===== config.mk =====
export PLATFORM = sky130hd
export DESIGN_NAME = stagemem
export DESIGN_NICKNAME = d
export VERILOG_FILES = /design/src/rtl/stagemem_pkg.sv /design/src/rtl/stagemem_ldformat.sv /design/src/rtl/stagemem.sv
export SDC_FILE = /design/constraint.sdc
export NUM_CORES = 1
export LEC_CHECK = 0
export ABC_CLOCK_PERIOD_IN_PS = 6500
export BUFFER_PORTS_ARGS = -buffer_cell sky130_fd_sc_hd__buf_2
export CORE_UTILIZATION = 52
export DETAILED_ROUTE_END_ITERATION = 8
export PLACE_DENSITY = 0.86
export SETUP_SLACK_MARGIN = 0.3
export SYNTH_ARGS = -nofsm -noshare
export SYNTH_HDL_FRONTEND = slang
export SYNTH_SLANG_ARGS = --single-unit

===== constraint.sdc =====
create_clock -name i_clk -period 6.5 [get_ports i_clk]
set_clock_uncertainty 0.1 [all_clocks]
set_input_delay 0.65 -clock i_clk [delete_from_list [all_inputs] [get_ports i_clk]]
set_output_delay 0.65 -clock i_clk [all_outputs]
set_load 0.03 [all_outputs]

===== src/rtl/stagemem_pkg.sv =====
// Shared definitions for the MEM stage: funct3 access encodings, FSM states,
// and the byte-enable / store-lane helpers used when an access is launched.
package mempkg;

  localparam logic [2:0] LB  = 3'b000;
  localparam logic [2:0] LH  = 3'b001;
  localparam logic [2:0] LW  = 3'b010;
  localparam logic [2:0] LBU = 3'b100;
  localparam logic [2:0] LHU = 3'b101;
  localparam logic [2:0] SB  = 3'b000;
  localparam logic [2:0] SH  = 3'b001;
  localparam logic [2:0] SW  = 3'b010;

  typedef enum logic [1:0] {
    IDLE = 2'd0,
    BUSY = 2'd1,
    DONE = 2'd2
  } state_e;

  // Bytes never misalign; halves need addr[0]=0; everything else is a word.
  function automatic logic is_misaligned(input logic [2:0] f3, input logic [1:0] lo);
    case (f3)
      LB, LBU: return 1'b0;
      LH, LHU: return lo[0];
      default: return lo != 2'b00;
    endcase
  endfunction

  function automatic logic [3:0] byte_en(input logic [2:0] f3, input logic [1:0] lo);
    case (f3)
      LB, LBU: return 4'b0001 << lo;
      LH, LHU: return lo[1] ? 4'b1100 : 4'b0011;
      default: return 4'b1111;
    endcase
  endfunction

  // Store data is replicated across lanes so the byte enables alone pick the target.
  function automatic logic [31:0] lane_data(input logic [2:0] f3, input logic [31:0] rs2);
    case (f3)
      SB:      return {4{rs2[7:0]}};
      SH:      return {2{rs2[15:0]}};
      SW:      return rs2;
      default: return rs2;
    endcase
  endfunction

endpackage


===== src/rtl/stagemem_ldformat.sv =====
// Load formatter: picks the byte/half lane of a read word by address offset
// and sign- or zero-extends it according to funct3.
module ldformat
  import mempkg::*;
(
  input  logic [31:0] rdata,
  input  logic [1:0]  addr_lo,
  input  logic [2:0]  funct3,
  output logic [31:0] data
);

  logic [7:0]  byte_lane;
  logic [15:0] half_lane;

  always_comb begin
    byte_lane = 8'(rdata >> {addr_lo, 3'b000});
    half_lane = addr_lo[1] ? rdata[31:16] : rdata[15:0];
    case (funct3)
      LB:      data = {{24{byte_lane[7]}}, byte_lane};
      LH:      data = {{16{half_lane[15]}}, half_lane};
      LBU:     data = {24'd0, byte_lane};
      LHU:     data = {16'd0, half_lane};
      LW:      data = rdata;
      default: data = rdata;
    endcase
  end

endmodule


===== src/rtl/stagemem.sv =====
// MEM stage of the RV32I pipeline: one bus transaction per load/store,
// stalling upstream stages until the access completes or times out.
module stagemem
  import mempkg::*;
#(
  parameter int TIMEOUT_CYCLES = 255
) (
  input  logic        i_clk,
  input  logic        i_reset,
  input  logic [31:0] i_alu_data_mem,
  input  logic [31:0] i_rs2_data_mem,
  input  logic        i_mem_rden_mem,
  input  logic        i_mem_wren_mem,
  input  logic [2:0]  i_funct3_mem,
  output logic        o_dmem_req,
  output logic        o_dmem_we,
  output logic [31:0] o_dmem_addr,
  output logic [31:0] o_dmem_wdata,
  output logic [3:0]  o_dmem_be,
  input  logic        i_dmem_ready,
  input  logic [31:0] i_dmem_rdata,
  output logic [31:0] o_ld_data,
  output logic        o_stall,
  output logic        o_misalign,
  output logic        o_bus_err,
  output state_e      o_state
);

  localparam logic [7:0] TMO = 8'(TIMEOUT_CYCLES);

  state_e      state;
  logic [7:0]  cnt;
  logic [7:0]  cnt_inc;
  logic [1:0]  lat_lo;
  logic [2:0]  lat_f3;
  logic        op;
  logic        mis;
  logic        start;
  logic [31:0] fmt_data;

  assign op      = i_mem_rden_mem | i_mem_wren_mem;
  assign mis     = is_misaligned(i_funct3_mem, i_alu_data_mem[1:0]);
  assign start   = (state == IDLE) && op && !mis;
  assign cnt_inc = (cnt == 8'hFF) ? cnt : cnt + 8'd1;

  // The launch cycle stalls combinationally so the EX/MEM inputs hold into BUSY.
  assign o_stall    = !i_reset && (start || state == BUSY);
  assign o_misalign = !i_reset && (state == IDLE) && op && mis;
  assign o_state    = state;

  ldformat u_ldformat (
    .rdata   (i_dmem_rdata),
    .addr_lo (lat_lo),
    .funct3  (lat_f3),
    .data    (fmt_data)
  );

  always_ff @(posedge i_clk) begin
    if (i_reset) begin
      state        <= IDLE;
      cnt          <= 8'd0;
      lat_lo       <= 2'd0;
      lat_f3       <= 3'd0;
      o_dmem_req   <= 1'b0;
      o_dmem_we    <= 1'b0;
      o_dmem_addr  <= 32'd0;
      o_dmem_wdata <= 32'd0;
      o_dmem_be    <= 4'd0;
      o_ld_data    <= 32'd0;
      o_bus_err    <= 1'b0;
    end else begin
      o_bus_err <= 1'b0;
      case (state)
        IDLE: begin
          if (start) begin
            state        <= BUSY;
            cnt          <= 8'd0;
            lat_lo       <= i_alu_data_mem[1:0];
            lat_f3       <= i_funct3_mem;
            o_dmem_req   <= 1'b1;
            o_dmem_we    <= i_mem_wren_mem;
            o_dmem_addr  <= {i_alu_data_mem[31:2], 2'b00};
            o_dmem_wdata <= lane_data(i_funct3_mem, i_rs2_data_mem);
            o_dmem_be    <= byte_en(i_funct3_mem, i_alu_data_mem[1:0]);
          end
        end
        BUSY: begin
          cnt <= cnt_inc;
          // Ready takes priority over a timeout landing on the same edge.
          if (i_dmem_ready || cnt_inc == TMO) begin
            state        <= DONE;
            o_dmem_req   <= 1'b0;
            o_dmem_we    <= 1'b0;
            o_dmem_addr  <= 32'd0;
            o_dmem_wdata <= 32'd0;
            o_dmem_be    <= 4'd0;
            if (i_dmem_ready) begin
              if (!o_dmem_we) o_ld_data <= fmt_data;
            end else begin
              o_bus_err <= 1'b1;
              o_ld_data <= 32'd0;
            end
          end
        end
        DONE:    state <= IDLE;
        default: state <= IDLE;
      endcase
    end
  end

endmodule

==> impl_results.md <==
* Status: completed
* Critical path startpoint category: input pin
* Setup crit end kind: primary output
* CP Max Fanout at 13
* Pleak at 3.22 nW
* Flop pwr share at 37.9%
* CTS tree: built
* Most common cell after layout, fill and taps aside: buf_2
* Die Y at 102 um
* DR WL/cell at 16.6 um
* Total GRT Usage at 29.1%
* Core Region at 0.00942 mm^2
* Logic pwr share at 16.2%
* Sw Pwr at 0.607 mW
* Critical path's slowest cell: o221ai_1
* Setup violators final at 0
* Hold Vio Cnt, Final at 0
* Crit path kind: input pin to primary output
* Total power at 2.07 mW
* Slowest Stage Delay on Critical Path at 690 ps
* CTS Hold Bufs at 0
* Nets at 856
* GR peak layer: met2
* Hold_ws at 258 ps
* Crit path buf inv count at 2
* Met1 usage in global routing at 31.7%
* Crit path DAT at 2200 ps
* ANT nets after route at 0
* Dpl ws at 3540 ps
* CP Cell Sequence: buf_2 -> a21oi_1 -> o221ai_1 -> a21oi_1 -> buf_2
* Starting Density at 54.7%
* GRT met2 Usage at 51.7%
* GRT Residual Overflow at 0
* Pin count of the biggest net entering global routing at 68
* Die area at 0.0103 mm^2
* Worst vdd ir at 0.000244 V
* Async SR Flop Fraction at 0%
* Sum of negative setup slack at 0 ps
* N_diodes at 0
* DR DRC count at 0
* Clk sinks at 116
* Crit-path leading delay family: compound AO/OA/AOI/OAI gates
* Mapped cell area at 0.00515 mm^2
* Clock latency on the worst-skew pair at 500 ps
* IO buf count at 208
* Vias at 5097
* Antenna violations before repair at 0
* CTS root buf: clkbuf_8
* Finished Cell Area at 0.00681 mm^2
* Clock group share of total power at 45.9%
* Req. time, crit path at 5750 ps
* Initial detailed-routing violation count at 307
* Final Worst Setup Slack at 3550 ps
* Sw frac at 29.2%
* Final Cycle Share at 45.4%
* First-pass GRT wire length at 23.2 mm
* CTS Buf Count at 17
* Synth warn at 0
* RD Place Congestion at 0.902
* Slew @ Worst Pin at 1070 ps
* Post-Synthesis Cells at 566
* Maxcap violations at 0
* Most frequent cells in the layout: buf_2, dfxtp_1, nand2_1
* Total wire length at 14.8 mm
* Distinct cells, synth at 51
* Post-Place Cells at 861
* FMAX at 339 MHz
* DP Wirelength at 10.4 mm
* Ys flop type: dfxtp_1
* RSZ-0062 raised after global routing: false
* P&R area growth vs syn at 32.1%
* Dpl cell area at 0.00619 mm^2
* #FFs+latches synth at 116
* Min-Delay Path Class: input pin to flop
* Final min period at 2950 ps
* Share of layout cells above drive strength 1 at 33.1%
* Drt pass-1 iters at 5
* Vias per cell at 5.71
* Met3 Use GR at 7.38%
* Int Power at 1.47 mW
* Cell Count, Final, Fillers Out at 893
* Sequential fraction of the synthesis area at 45.1%
* Die Width at 102 um
* # resized after CTS at 0
* Post-CTS Setup Bufs at 0
* Number of global-route vias before repair at 4865
* P per Cell Area at 305 mW/mm^2
* Row cnt at 35
* Fin. max-slew vios at 0
* H-tree depth at 4
* Final core occ at 72.3%
* Post-Syn Area per Cell at 9.10 um^2
* I/O Pins at 211
* Post-synth EDFFs at 0
* Slew HR at 28.9%
* Max clock buf depth at 2
* Reg clk slew, reported paths at 60 ps
[per-layer routing]
| layer | up-vias | wire length [um] |
|---|---|---|
| met5 | - | 0 |
| met4 | 0 | 582 |
| met3 | 48 | 1080 |
| met2 | 251 | 7380 |
| met1 | 2388 | 5750 |
| li1 | 2410 | - |
[cell type report]
class / instances / area (um^2)
clock buffers: 17 / 414
inverters: 10 / 37.5
clock inverters: 15 / 196
well taps: 129 / 161
flip-flops and latches: 116 / 2320
repair buffers: 213 / 1080
multi-input cells: 393 / 2590
fillers: 742 / 2610
[power groups by stage]
stage               clock (mW)  combinational (mW)  sequential, mW
finish                   0.952               0.337           0.786
CTS                      0.964               0.336           0.785
global route             0.999               0.359           0.791
floorplan                    0               0.149           0.872
detailed placement           0               0.334           0.799
global placement             0               0.326           0.798
[sequential cells by signal, indices dropped and copies added (netlist names), 2 cells and up]
register	cells
o_state	2
o_dmem_be	4
cnt	8
o_dmem_addr	30
lat_lo	2
o_ld_data	32
lat_f3	3
o_dmem_wdata	32
[synth_stat cells, types with 11 or more instances]
cell,number,share of area (%)
a21oi_1,30,2.9
dfxtp_1,116,45
a22o_1,39,6.6
o21ai_1,11,1.1
o22ai_1,15,1.8
nand2b_1,39,4.7
o21ai_0,37,3.6
clkbuf_1,33,2.4
mux2i_1,56,11
nand2_1,74,5.4
nor2_1,18,1.3
[worst paths after layout]
path | to | depth (start not counted) | slack (ps) | from
max | o_stall | 5 | 3550 | i_funct3_mem[0]
min | o_dmem_addr[16]$_SDFFE_PP0P_ | 2 | 260 | i_alu_data_mem[16]
max reg2reg | o_ld_data[1]$_SDFFE_PP0P_ | 8 | 3560 | cnt[0]$_SDFFE_PP0P_
min reg2reg | o_dmem_wdata[18]$_SDFFE_PP0P_ | 2 | 350 | o_dmem_wdata[18]$_SDFFE_PP0P_
[cell families (layout without fill, tap and decap cells)]
group	after synthesis	in the layout	synth area share [%]
DFF	116	116	45.1
buffers and inverters	58	255	5.00
adders and majority gates	1	1	0.243
muxes	58	58	11.5
AOI/OAI and AO/OA	168	168	22.6
other	1	2	0.0728
xor gates and xnor gates	3	3	0.510
and+or+nand+nor	161	161	15.0
No activity file was read; power rests on OpenSTA's default activity.
